[config.mk]
export PLATFORM = sky130hd
export DESIGN_NAME = addsub_pipe
export DESIGN_NICKNAME = d
export VERILOG_FILES = /design/src/rtl/addsub_pkg.sv /design/src/rtl/addsub_seg.sv /design/src/rtl/addsub_pipe.sv
export SDC_FILE = /design/constraint.sdc
export NUM_CORES = 1
export LEC_CHECK = 0
export CAP_MARGIN = 15
export CORE_AREA = 2 2 142 144
export DETAILED_ROUTE_END_ITERATION = 16
export DIE_AREA = 0 0 144 146
export PLACE_DENSITY = 0.77
export SKIP_CTS_REPAIR_TIMING = 1
export SLEW_MARGIN = 20
export SYNTH_ARGS = -nofsm -noshare
export SYNTH_HDL_FRONTEND = slang
export SYNTH_HIERARCHICAL = 1
export SYNTH_SLANG_ARGS = --single-unit
[constraint.sdc]
create_clock -name clk -period 3.3 [get_ports clk]
set_input_delay 0.66 -clock clk [delete_from_list [all_inputs] [get_ports clk]]
set_output_delay 0.66 -clock clk [all_outputs]
set_load 0.05 [all_outputs]
[src/rtl/addsub_pkg.sv]
// rtl/addsub_pkg.sv - segment geometry helpers for the carry-segmented add/sub pipeline
package addsub_pkg;

    function automatic int seg_w(input int width, input int segs);
        return (width + segs - 1) / segs;
    endfunction

    function automatic int top_w(input int width, input int segs);
        return width - (segs - 1) * seg_w(width, segs);
    endfunction

    function automatic int seg_width(input int width, input int segs, input int k);
        return (k == segs - 1) ? top_w(width, segs) : seg_w(width, segs);
    endfunction

    // Operand bits still waiting for their stage after stage k has taken its slice
    function automatic int upper_w(input int width, input int segs, input int k);
        return width - (k + 1) * seg_w(width, segs);
    endfunction

    function automatic int low_w(input int width, input int segs, input int k);
        return k * seg_w(width, segs);
    endfunction

endpackage

[src/rtl/addsub_seg.sv]
// rtl/addsub_seg.sv - one registered carry segment: sum, carry out and carry into its MSB
module addsub_seg #(
    parameter int W = 8
) (
    input  logic         clk,
    input  logic         rst_n,
    input  logic         en,
    input  logic [W-1:0] a,
    input  logic [W-1:0] b,
    input  logic         cin,
    output logic [W-1:0] sum,
    output logic         cout,
    output logic         cmsb
);
    logic [W:0]   w_full;
    logic         w_cmsb;
    logic [W-1:0] r_sum;
    logic         r_cout;
    logic         r_cmsb;

    assign w_full = {1'b0, a} + {1'b0, b} + {{W{1'b0}}, cin};
    // Carry into the MSB recovered from the MSB sum bit, so W = 1 needs no special case
    assign w_cmsb = a[W-1] ^ b[W-1] ^ w_full[W-1];

    always_ff @(posedge clk or negedge rst_n) begin
        if (!rst_n) begin
            r_sum  <= '0;
            r_cout <= 1'b0;
            r_cmsb <= 1'b0;
        end else if (en) begin
            r_sum  <= w_full[W-1:0];
            r_cout <= w_full[W];
            r_cmsb <= w_cmsb;
        end
    end

    assign sum  = r_sum;
    assign cout = r_cout;
    assign cmsb = r_cmsb;

endmodule

[src/rtl/addsub_pipe.sv]
// rtl/addsub_pipe.sv - pipelined two's complement adder/subtractor, SEGS carry segments,
// operand skew and result deskew registers, optional signed saturation, valid/ready stream
module addsub_pipe
    import addsub_pkg::*;
#(
    parameter int WIDTH  = 50,
    parameter int SEGS   = 2,
    parameter bit SAT_EN = 1'b1
) (
    input  logic             clk,
    input  logic             rst_n,
    input  logic             in_valid,
    output logic             in_ready,
    input  logic             op_sub,
    input  logic [WIDTH-1:0] in_a,
    input  logic [WIDTH-1:0] in_b,
    output logic             out_valid,
    input  logic             out_ready,
    output logic [WIDTH-1:0] out_data,
    output logic             out_ovf
);
    localparam int SW = seg_w(WIDTH, SEGS);
    localparam int TW = top_w(WIDTH, SEGS);

    logic             w_en;
    logic [WIDTH-1:0] w_bx;
    logic [WIDTH-1:0] w_res;
    logic             w_top_cout;
    logic             w_top_cmsb;
    logic             w_ovf;
    logic [SEGS-1:0]  r_vld;
    logic             r_amsb;

    assign out_valid = r_vld[SEGS-1];
    assign w_en      = out_ready | ~out_valid;
    assign in_ready  = w_en;
    // Subtraction is a + ~b + 1; the +1 enters as the carry-in of stage 0
    assign w_bx      = op_sub ? ~in_b : in_b;

    for (genvar k = 0; k < SEGS; k++) begin : g_stage
        localparam int KW = seg_width(WIDTH, SEGS, k);
        logic [KW-1:0] w_a;
        logic [KW-1:0] w_b;
        logic [KW-1:0] w_sum;
        logic          w_cin;
        logic          w_cout;

        if (k == 0) begin : g_src
            assign w_a   = in_a[KW-1:0];
            assign w_b   = w_bx[KW-1:0];
            assign w_cin = op_sub;
        end else begin : g_src
            assign w_a   = g_stage[k-1].g_up.r_ua[KW-1:0];
            assign w_b   = g_stage[k-1].g_up.r_ub[KW-1:0];
            assign w_cin = g_stage[k-1].w_cout;
        end

        if (k == SEGS - 1) begin : g_seg
            addsub_seg #(.W(KW)) u_seg (
                .clk  (clk),
                .rst_n(rst_n),
                .en   (w_en),
                .a    (w_a),
                .b    (w_b),
                .cin  (w_cin),
                .sum  (w_sum),
                .cout (w_cout),
                .cmsb (w_top_cmsb)
            );
            assign w_top_cout = w_cout;
        end else begin : g_seg
            logic w_cmsb_unused;
            addsub_seg #(.W(KW)) u_seg (
                .clk  (clk),
                .rst_n(rst_n),
                .en   (w_en),
                .a    (w_a),
                .b    (w_b),
                .cin  (w_cin),
                .sum  (w_sum),
                .cout (w_cout),
                .cmsb (w_cmsb_unused)
            );
        end

        if (k < SEGS - 1) begin : g_up
            localparam int UW = upper_w(WIDTH, SEGS, k);
            logic [UW-1:0] w_ua_nxt;
            logic [UW-1:0] w_ub_nxt;
            logic [UW-1:0] r_ua;
            logic [UW-1:0] r_ub;

            if (k == 0) begin : g_nxt
                assign w_ua_nxt = in_a[WIDTH-1:SW];
                assign w_ub_nxt = w_bx[WIDTH-1:SW];
            end else begin : g_nxt
                assign w_ua_nxt = g_stage[k-1].g_up.r_ua[UW+SW-1:SW];
                assign w_ub_nxt = g_stage[k-1].g_up.r_ub[UW+SW-1:SW];
            end

            always_ff @(posedge clk or negedge rst_n) begin
                if (!rst_n) begin
                    r_ua <= '0;
                    r_ub <= '0;
                end else if (w_en) begin
                    r_ua <= w_ua_nxt;
                    r_ub <= w_ub_nxt;
                end
            end
        end

        if (k > 0) begin : g_low
            localparam int LW = low_w(WIDTH, SEGS, k);
            logic [LW-1:0] w_low_nxt;
            logic [LW-1:0] r_low;

            if (k == 1) begin : g_nxt
                assign w_low_nxt = g_stage[0].w_sum;
            end else begin : g_nxt
                assign w_low_nxt = {g_stage[k-1].w_sum, g_stage[k-1].g_low.r_low};
            end

            always_ff @(posedge clk or negedge rst_n) begin
                if (!rst_n) begin
                    r_low <= '0;
                end else if (w_en) begin
                    r_low <= w_low_nxt;
                end
            end
        end
    end

    if (SEGS == 1) begin : g_res
        assign w_res = g_stage[0].w_sum;
    end else begin : g_res
        assign w_res = {g_stage[SEGS-1].w_sum, g_stage[SEGS-1].g_low.r_low};
    end

    // The sign of a travels with the top segment and picks the clamp direction
    always_ff @(posedge clk or negedge rst_n) begin
        if (!rst_n) begin
            r_vld  <= '0;
            r_amsb <= 1'b0;
        end else if (w_en) begin
            r_vld  <= (r_vld << 1) | SEGS'(in_valid);
            r_amsb <= g_stage[SEGS-1].w_a[TW-1];
        end
    end

    assign w_ovf   = w_top_cmsb ^ w_top_cout;
    assign out_ovf = w_ovf & out_valid;

    always_comb begin
        out_data = w_res;
        if (SAT_EN && w_ovf) begin
            out_data = r_amsb ? {1'b1, {(WIDTH-1){1'b0}}} : {1'b0, {(WIDTH-1){1'b1}}};
        end
    end

endmodule

# Word level (Yosys, flattened, before mapping)
# Cells that the tools add are included.
# op_classes
n_addsub	4
n_mux	3
n_bitwise	8
# ops
operator	count
$mux 50	3
$add 25x25->26	2
$add 26x1->26	2
$not 50->50	1
$xor 1x1->1	3
$or 2x1->2	1
$and 1x1->1	1
$not 1->1	1
$or 1x1->1	1
# word_totals
regBits	131
out_inout_bits	53
word_cells	25

# Longest topological paths before layout
# Gate-level depths: netlist (run 1).
# logic_depth
depth_word	4
mapped_depth	13
ltp_nobuf	11

# Hierarchy
# Netlist (run 1), hierarchy kept.
# modules_own_cells
mod	instances	cells_each	area_per_inst_um2
addsub_pipe	1	334	4195.3
addsub_seg at g_stage[0].g_seg.u_seg	1	275	2529.9
addsub_seg at g_stage[1].g_seg.u_seg	1	272	2419.8

# Worst setup path before layout (run 1)
# No wires, ideal clock.
# synth_timing
kind	in2reg
start	input port op_sub
end	register g_stage[0].g_seg.u_seg.r_sum[16]
setup_ns	0.125
arrival_ns	2.927
slack_ns	0.248
path_stages	13
path_buffers	2
cell_sequence	buf_2 buf_4 xor2_1 inv_1 fa_1 inv_1 fa_1 a211oi_2 o211ai_2 a21oi_2 o21ai_1 xor2_1 mux2_2
# synth_via
elab_chain_cells	3
# synth_lines
element	line	rtl
start: declaration	addsub_pipe.sv:14	input logic op_sub,
$mux 50	addsub_pipe.sv:38	assign w_bx = op_sub ? ~in_b : in_b;
named net w_bx[0]	addsub_pipe.sv:26	logic [WIDTH-1:0] w_bx;
$add 25x25->26	addsub_seg.sv:21	assign w_full = {1'b0, a} + {1'b0, b} + {{W{1'b0}}, cin};
$add 26x1->26	addsub_seg.sv:21	
end signal: assignment	addsub_seg.sv:31	r_sum <= w_full[W-1:0];
end: declaration	addsub_seg.sv:17	logic [W-1:0] r_sum;
# The timed path passes the listed nets, and every way through them passes these cells.
# A chain may end at the register's enable or synchronous reset.

# Worst setup path after layout (run 1)
# layout_timing
start	input port in_b[0]
end	register g_stage[0].g_seg.u_seg.r_sum[16]
# layout_via
elab_chain_cells	4
# layout_lines
element	line	rtl
start: declaration	addsub_pipe.sv:16	input logic [WIDTH-1:0] in_b,
$not 50->50	addsub_pipe.sv:38	
$mux 50 (*)	addsub_pipe.sv:38	
named net w_bx[0]	addsub_pipe.sv:26	
$add 25x25->26 (*)	addsub_seg.sv:21	
$add 26x1->26 (*)	addsub_seg.sv:21	
# The timed path passes the listed nets; every way through them passes the cells marked *.

==> impl_metrics.csv, run 1 <==
group,metric,value,unit
sta,fin_crit_sh,87.6,%
sta,hold_viol_final,0,
logic_synthesis,syn_avg_cell_area,10.4,um2
place,post-place-cells,1265,
routing,drt_iter0_markers,512,
worst_setup_path,endpoint_kind,"register",
global_routing,track_usage,20.7,%
pwr,ir_drop,0.000470,V
routing,dr.pass1.iters,5,
routing,wl_met2,10300,um
cts,clock-sinks,131,
logic_synthesis,synth_nets,1036,
pwr,finalPower,9.64,mW
routing,vias,7033,
routing,postRouteAntennaNets,0,
place,place_congestion,0.901,
floorplanning,die_w,144,um
global_routing,grt_pass1_vias,7118,
worst_setup_path,rrSetupSlack,0.48,ns
layout,final-instance-count-excl-fill,1297,
sta,rsz0062_at_grt,"no",
global_routing,grt_max_degree,79,
cts,cts_buffer_depth,2,
sta,drv_slew,0,
logic_synthesis,yosys_warnings,6,
routing,avgViaCountPerCell,5.42,
worst_setup_path,reg2regPathDepth,10,
worst_setup_path,path_class,"in2reg",
routing,avgRoutedWirePerCell,16.3,um
layout,nNetsFinal,1176,
layout,drive_gt1_share,22.9,%
layout,num_antenna_cells,0,
place,place_area,10700,um2
place,dp_hpwl,16100,um
sta,worst-slew-pin-transition,0.758,ns
floorplanning,initial_core_util,47.1,%
layout,syn2layout_area_growth,24.5,%
floorplanning,chipHeight,146,um
cts,numCtsBuffers,17,
sta,fmax,346,MHz
layout,fin_area,11300,um2
floorplanning,die_area,21000,um2
routing,wl_met1,9330,um
logic_synthesis,synth_area,9110,um2
cts,clk_latency,0.42,ns
floorplanning,io_pins,158,
cts,htreeDepth,4,
layout,fin_util,58.7,%
worst_setup_path,required,3.61,ns
routing,drc_errors,0,
logic_synthesis,synthCells,879,
worst_setup_path,crit_path_start_kind,"input port",
floorplanning,core.rowCount,51,
global_routing,grt_pass1_wl,34700,um
sta,period_minus_slack,2.89,ns
worst_setup_path,cp.arrival,3.20,ns
sta,finalSetupTns,0,ns
routing,routed.top_layer,"met4",
cts,cts_tree,"done",
routing,wl_met3,1070,um
pwr,cellPowerDensity,850,nW/um2
floorplanning,core-area,19300,um2
sta,slew_headroom,49.4,%
worst_hold_path,hold_path.class,"in2async",
cts,clkTransAtPathRegs,0.06,ns
global_routing,antenna_found_initial,0,
cts,clock-root-buffer,"clkbuf_16",
worst_setup_path,critPathMaxFanout,4,
sta,clock-skew-final,0.00868,ns
status,outcome,"complete, no violations",
routing,wl,21200,um
global_routing,gr-total-overflow,0,
place,io_buffers,157,
pwr,leakagePower,5.09,nW
job,maxCapViolations,0,
sta,finalSetupViolCount,0,
-- layout make-up --
cell class | count | area (um2)
fillers | 1680 | 7990
well taps | 265 | 332
clock buffers | 17 | 425
multi-input cells | 625 | 5240
clock inverters | 15 | 175
inverters | 70 | 263
repair buffers | 174 | 1630
flip-flops and latches | 131 | 3280
-- metrics by stage --
step	setup WS [ns]	hold slack, ns
2_1_floorplan	0.248	0.364
3_3_place_gp	0.0338	0.438
3_5_place_dp	-0.0138	0.446
4_1_cts	0.432	0.293
5_1_grt	0.273	0.320
6_report	0.408	0.245
-- cell usage in the layout (no fill, tap or decap), types with 4 or more instances in the layout --
cell and n:
a211oi_1 7, a21o_1 5, a21oi_1 55, a221oi_1 4, a31oi_1 8, and3_1 5, buf_12 5, buf_4 63
clkbuf_16 17, clkdlybuf4s50_1 104, clkinv_4 8, dfrtp_1 130, fa_1 4, ha_1 48, inv_1 69, mux2_2 100
mux2_4 8, mux2i_1 51, nand2_1 47, nand2b_1 10, nand3_1 15, nand4_1 18, nor2_1 23, nor3_1 11
o211ai_1 7, o211ai_2 5, o21a_1 7, o21ai_0 21, o21ai_1 8, o21bai_1 4, o31ai_1 6, or3_1 4
xnor2_1 17, xor2_1 65
-- flip-flops by register name, summed over array words and instances (netlist names) --
signal                    count
g_stage.g_seg.u_seg/sum      50
g_stage.g_up.r_ua            25
g_stage.g_up.r_ub            25
g_stage.g_low.r_low          25
g_stage.g_seg.u_seg/cout      2
r_vld                         2
g_stage.g_seg.u_seg/cmsb      1
r_amsb                        1
-- critical path, cell delays in order --
cell             delay, ns
clkdlybuf4s50_1       0.41
xor2_1                0.14
inv_1                 0.07
fa_1                  0.21
inv_1                 0.06
fa_1                  0.40
a211oi_2              0.25
o211ai_2              0.13
a21oi_2               0.28
o21ai_1               0.15
xor2_1                0.16
mux2_2                0.26
-- layer usage --
layer | GRT usage [%] | up-vias
met5 | 0 | -
met4 | 6.96 | 0
met3 | 4.08 | 37
met2 | 34.5 | 208
met1 | 26.8 | 3374
li1 | - | 3414
-- where the power goes --
part | internal (mW) | total, mW | leakage (nW) | switching [mW]
clock | 1.13 | 1.90 | 0.290 | 0.772
combinational | 2.02 | 5.30 | 3.28 | 3.28
sequential | 2.12 | 2.44 | 1.52 | 0.325
-- worst paths after layout --
check / from / endpoint
min reg2reg: r_vld[0]$_DFFE_PN0P_ / r_vld[1]$_DFFE_PN0P_
max: in_b[0] / g_stage[0].g_seg.u_seg/sum[16]$_DFFE_PN0P_
max in group asynchronous: rst_n / g_stage[1].g_seg.u_seg/cmsb$_DFFE_PN0P_
min: rst_n / g_stage[0].g_up.r_ub[13]$_DFFE_PN0P_
min in group clk: r_vld[0]$_DFFE_PN0P_ / r_vld[1]$_DFFE_PN0P_
max reg2reg: g_stage[0].g_up.r_ua[0]$_DFFE_PN0P_ / g_stage[1].g_seg.u_seg/sum[18]$_DFFE_PN0P_
(Power assumes the default switching activity.)
==> run 2, diff against run 1 <==
- CTS_BUF_LIST: default -> sky130_fd_sc_hd__clkbuf_8 sky130_fd_sc_hd__clkbuf_16
- RECOVER_POWER: default -> 100
==> impl_metrics.csv, run 2 (same netlist as run 1, synthesis figures left out) <==
group,metric,value,unit
status,outcome,"finished, violations left",
status,violations,"capacitance limit, slew limit",
cts,cts_tree,"done",
cts,clock-sinks,131,
routing,postRouteAntennaNets,0,
global_routing,track_usage,20.7,%
floorplanning,die_w,144,um
worst_setup_path,required,2.64,ns
worst_setup_path,crit_family,"buffers and inverters",
worst_hold_path,min_from,"r_vld[0]$_DFFE_PN0P_",
layout,largest_register_ffs,50,
worst_setup_path,r2r_start,"g_stage[0].g_up.r_ua[0]$_DFFE_PN0P_",
floorplanning,core-area,19300,um2
cts,cts_buffer_depth,2,
sta,hold_viol_final,0,
job,maxCapViolations,2,
place,dp_hpwl,16100,um
sta,fmax,324,MHz
worst_setup_path,cp.arrival,2.42,ns
global_routing,grt_max_degree,79,
worst_setup_path,rrSetupSlack,0.42,ns
routing,drt_iter0_markers,513,
cts,htreeDepth,4,
pwr,leakagePower,4.95,nW
floorplanning,initial_core_util,47.1,%
place,place_congestion,0.901,
routing,dr.pass1.iters,5,
floorplanning,core.rowCount,51,
layout,final_cell_mix,"130 x dfrtp_1, 100 x clkdlybuf4s50_1, 99 x mux2_2, 69 x inv_1, 65 x xor2_1",
cts,numCtsBuffers,17,
pwr,ir_drop,0.000427,V
worst_setup_path,critPathMaxFanout,36,
cts,clock-root-buffer,"clkbuf_16",
global_routing,grt_pass1_wl,34700,um
routing,avgViaCountPerCell,5.41,
layout,layout_commonest_cell,"dfrtp_1",
floorplanning,die_area,21000,um2
sta,finalSetupViolCount,0,
global_routing,gr-total-overflow,0,
global_routing,antenna_found_initial,0,
worst_setup_path,path_buf_inv,2,
layout,syn2layout_area_growth,21.6,%
global_routing,grt_pass1_vias,7118,
worst_hold_path,whs_path_depth,1,
sta,period_minus_slack,3.08,ns
worst_hold_path,hold_path.class,"reg2reg",
sta,rsz0062_at_grt,"no",
sta,worst-slew-pin-transition,1.99,ns
layout,num_antenna_cells,0,
layout,fillers,1730,
worst_setup_path,slowest_stage,"clkbuf_4",
worst_setup_path,reg2regPathDepth,10,
worst_setup_path,path_class,"reg2out",
worst_setup_path,crit_path_start_kind,"register",
worst_setup_path,critical-path-max-stage-delay,0.60,ns
routing,wl,21300,um
place,io_buffers,157,
floorplanning,io_pins,158,
floorplanning,chipHeight,146,um
cts,clkTransAtPathRegs,0.06,ns
routing,drc_errors,0,
sta,fin_crit_sh,93.4,%
sta,slew_headroom,-32.7,%
sta,clock-skew-final,0.00862,ns
worst_setup_path,worstReg2RegEnd,"g_stage[1].g_seg.u_seg/sum[16]$_DFFE_PN0P_",
sta,drv_slew,110,
worst_setup_path,path_cells,"xnor2_4 > clkbuf_4 > mux2i_1 > clkbuf_2",
worst_hold_path,hold-path-endpoint,"r_vld[1]$_DFFE_PN0P_",
layout,nNetsFinal,1176,
layout,fin_util,57.3,%
layout,drive_gt1_share,19.8,%
worst_setup_path,endpoint_kind,"primary output",
pwr,cellPowerDensity,840,nW/um2
routing,avgRoutedWirePerCell,16.4,um
routing,vias,7023,
cts,clk_latency,0.42,ns
pwr,finalPower,9.31,mW
==> run 2: cell types whose count changed in the layout (fill, tap and decap cells not counted), moves of 7 or more <==
cell and change:
buf_4 -49, clkbuf_2 +35, clkbuf_1 +16, mux2_1 +8, mux2_4 -7
==> run 2: worst max path at each step <==
stage	from	to	slack [ns]	cells after the start
floorplan	op_sub	g_stage[0].g_seg.u_seg/sum[16]$_DFFE_PN0P_	0.25	13
global route	g_stage[1].g_seg.u_seg/cout$_DFFE_PN0P_	out_data[15]	0.14	4
finish	g_stage[1].g_seg.u_seg/cout$_DFFE_PN0P_	out_data[15]	0.22	4
CTS	in_b[0]	g_stage[0].g_seg.u_seg/sum[16]$_DFFE_PN0P_	0.43	12
detailed placement	in_b[0]	g_stage[0].g_seg.u_seg/sum[16]$_DFFE_PN0P_	-0.01	12
global placement	in_b[0]	g_stage[0].g_seg.u_seg/sum[16]$_DFFE_PN0P_	0.03	12
==> run 2: cell type report <==
cell class	count	area [um2]	share of cell area, %
inverter	70	263	2.37
sequential	131	3280	29.6
clock buffer	17	425	3.84
multi-input combinational	625	5160	46.6
clock inverter	15	175	1.58
timing repair buffer	174	1440	13.0
tap	265	332	2.99
==> run 2: metrics by stage <==
step | cell area, um2 | setup TNS, ns | instances | setup WS, ns | hold slack [ns]
finish | 11100 | 0 | 1297 | 0.218 | 0.458
global route | 11100 | 0 | 1297 | 0.139 | 0.492
CTS | 11300 | 0 | 1297 | 0.432 | 0.293
detailed placement | 10700 | -0.0145 | 1265 | -0.0138 | 0.446
global placement | 10700 | 0 | 1265 | 0.0338 | 0.438
floorplan | 9110 | 0 | 879 | 0.248 | 0.364
==> run 2: layer usage <==
metal | global-route usage (%) | share of wire, % | vias up
met3 | 4.08 | 5.0 | 34
met4 | 6.96 | 2.2 | 0
met1 | 26.8 | 44 | 3371
met5 | 0 | 0 | -
met2 | 34.5 | 49 | 200
li1 | - | - | 3418
==> run 2: where the power goes <==
| part | switching, mW | internal, mW |
|---|---|---|
| Combinational | 3.25 | 1.71 |
| Clock | 0.771 | 1.13 |
| Sequential | 0.324 | 2.12 |
==> run 3, diff against run 2 <==
--- a/config.mk
+++ b/config.mk
@@ -7,9 +7,11 @@
 export LEC_CHECK = 0
 export CAP_MARGIN = 15
-export CORE_AREA = 2 2 142 144
+export CELL_PAD_IN_SITES_DETAIL_PLACEMENT = 0
+export CELL_PAD_IN_SITES_GLOBAL_PLACEMENT = 1
+export CORE_AREA = 2 2 151 153
 export CTS_BUF_LIST = sky130_fd_sc_hd__clkbuf_8 sky130_fd_sc_hd__clkbuf_16
 export DETAILED_ROUTE_END_ITERATION = 16
-export DIE_AREA = 0 0 144 146
-export PLACE_DENSITY = 0.77
+export DIE_AREA = 0 0 153 155
+export PLACE_DENSITY = 0.85
 export RECOVER_POWER = 100
 export SKIP_CTS_REPAIR_TIMING = 1
==> constraint.sdc (replaced) <==
create_clock -name clk -period 3.3 [get_ports clk]
set_input_delay 0.66 -clock clk [delete_from_list [all_inputs] [get_ports clk]]
set_output_delay 0.66 -clock clk [all_outputs]
set_load 0.1 [all_outputs]
==> impl_metrics.csv, run 3 (same netlist as run 1, synthesis figures left out) <==
group,metric,value,unit
routing,avgRoutedWirePerCell,16.4,um
layout,num_antenna_cells,0,
cts,cts_buffer_depth,2,
global_routing,grtUsageMet1,22.8,%
sta,clock-skew-final,0.0113,ns
worst_setup_path,reg2regPathDepth,10,
global_routing,grt_use_met3,2.87,%
routing,drc_errors,0,
pwr,leakagePower,5.00,nW
routing,vias,7027,
routing,dr.pass1.iters,6,
global_routing,antenna_found_initial,0,
global_routing,grt_pass1_vias,7020,
floorplanning,die_w,153,um
sta,period_minus_slack,3.07,ns
pwr,ir_drop,0.000631,V
cts,clk_latency,0.42,ns
worst_setup_path,r2r_start,"g_stage[0].g_up.r_ua[0]$_DFFE_PN0P_",
floorplanning,initial_core_util,41.0,%
cts,htreeDepth,4,
worst_setup_path,cp.arrival,3.38,ns
cts,clock-sinks,131,
floorplanning,core-area,22200,um2
global_routing,track_usage,18.3,%
layout,syn2layout_area_growth,22.1,%
sta,rsz0062_at_grt,"no",
routing,drt_iter0_markers,338,
worst_setup_path,required,3.61,ns
sta,finalSetupTns,0,ns
pwr,cellPowerDensity,996,nW/um2
status,outcome,"finished, violations left",
cts,clock-root-buffer,"clkbuf_16",
cts,cts_tree,"done",
sta,finalSetupViolCount,0,
sta,fmax,326,MHz
place,io_buffers,157,
worst_setup_path,rrSetupSlack,0.30,ns
layout,largest_register_ffs,50,
worst_hold_path,min_from,"r_vld[0]$_DFFE_PN0P_",
worst_hold_path,whs_path_depth,1,
worst_hold_path,hold_path.class,"reg2reg",
global_routing,globalRouteMet2Util,32.1,%
worst_setup_path,path_cells,"clkdlybuf4s50_1 > xor2_1 > inv_1 > fa_1 > inv_1 > fa_1 > a211oi_1 > o211ai_2 > a21oi_2 > o31ai_1 > xor2_1 > mux2_2",
worst_hold_path,hold-path-endpoint,"r_vld[1]$_DFFE_PN0P_",
sta,setup_slack,0.231,ns
worst_setup_path,worstReg2RegEnd,"g_stage[1].g_seg.u_seg/sum[16]$_DFFE_PN0P_",
cts,clkTransAtPathRegs,0.06,ns
worst_setup_path,critPathMaxFanout,4,
sta,hold_viol_final,0,
global_routing,grt_max_degree,80,
status,violations,"capacitance limit, slew limit",
sta,drv_slew,80,
routing,avgViaCountPerCell,5.33,
cts,numCtsBuffers,17,
worst_setup_path,endpoint_kind,"register",
routing,wl,21600,um
worst_setup_path,path_class,"in2reg",
layout,fin_util,50.0,%
worst_setup_path,crit_path_start_kind,"input port",
worst_setup_path,slowest_stage,"fa_1",
layout,final_cell_mix,"130 x dfrtp_1, 101 x clkdlybuf4s50_1, 100 x mux2_2, 70 x inv_1, 65 x xor2_1",
layout,nNetsFinal,1177,
sta,slew_headroom,-32.8,%
layout,layout_commonest_cell,"dfrtp_1",
place,dp_slack,-0.0888,ns
floorplanning,die_area,23700,um2
worst_setup_path,critical-path-max-stage-delay,0.43,ns
place,dp_hpwl,16200,um
global_routing,gr-total-overflow,0,
routing,postRouteAntennaNets,0,
job,maxCapViolations,1,
layout,drive_gt1_share,21.4,%
floorplanning,core.rowCount,55,
sta,fin_crit_sh,93.0,%
floorplanning,io_pins,158,
sta,worst-slew-pin-transition,1.99,ns
global_routing,grt_pass1_wl,35300,um
global_routing,busiest_layer,"met2",
place,place_congestion,0.903,
floorplanning,chipHeight,155,um
[run 3: cell types whose count changed in the layout (fill, tap and decap cells not counted), moves of 3 or more]
| cell | change |
|---|---|
| buf_4 | -3 |
| clkbuf_1 | -12 |
| clkbuf_2 | +20 |
| clkinv_4 | -4 |
| dlygate4sd3_1 | -3 |
| inv_6 | -3 |
[run 3: final cells by class]
type	instances	area, um2
fillers	2086	11100
multi-input cells	625	5160
flip-flops and latches	131	3280
repair buffers	175	1430
clock buffers	19	453
well taps	285	357
inverters	70	263
clock inverters	13	184
[run 3: through the flow]
step	area (um2)	power, mW	hold WS (ns)	std cells
floorplan	9110	8.00	0.364	879
global placement	11300	10.3	0.440	1286
detailed placement	11300	10.4	0.451	1286
CTS	11900	12.5	0.296	1318
global route	11100	11.6	0.477	1318
finish	11100	11.1	0.461	1318
[run 3: layer usage]
metal	up-vias	wire length, um
met5	-	0
met4	0	497
met3	34	777
met2	175	10700
met1	3403	9620
li1	3415	-
[run 3: report_power, final]
part | switching, mW | internal, mW | total [mW] | leakage, nW
Clock | 0.727 | 1.30 | 2.03 | 0.310
Combinational | 4.92 | 1.70 | 6.62 | 3.16
Sequential | 0.311 | 2.12 | 2.43 | 1.52
Total | 5.96 | 5.12 | 11.1 | 5.00
[run 3: worst max-delay path, delay by kind of cell]
kind / cells / cell delay [ns]
muxes: 1 / 0.27
AOI/OAI and AO/OA: 4 / 0.93
xor gates and xnor gates: 2 / 0.31
buffers and inverters: 3 / 0.56
adders and majority gates: 2 / 0.64
[run 3: worst max-delay path by stage]
stage / start / endpoint / cells after the start
floorplan: g_stage[1].g_seg.u_seg/cout$_DFFE_PN0P_ / out_data[10] / 3
global placement: in_b[0] / g_stage[0].g_seg.u_seg/sum[16]$_DFFE_PN0P_ / 12
detailed placement: in_b[0] / g_stage[0].g_seg.u_seg/sum[22]$_DFFE_PN0P_ / 12
CTS: in_b[0] / g_stage[0].g_seg.u_seg/sum[22]$_DFFE_PN0P_ / 12
global route: in_b[0] / g_stage[0].g_seg.u_seg/sum[16]$_DFFE_PN0P_ / 12
finish: in_b[0] / g_stage[0].g_seg.u_seg/sum[22]$_DFFE_PN0P_ / 12
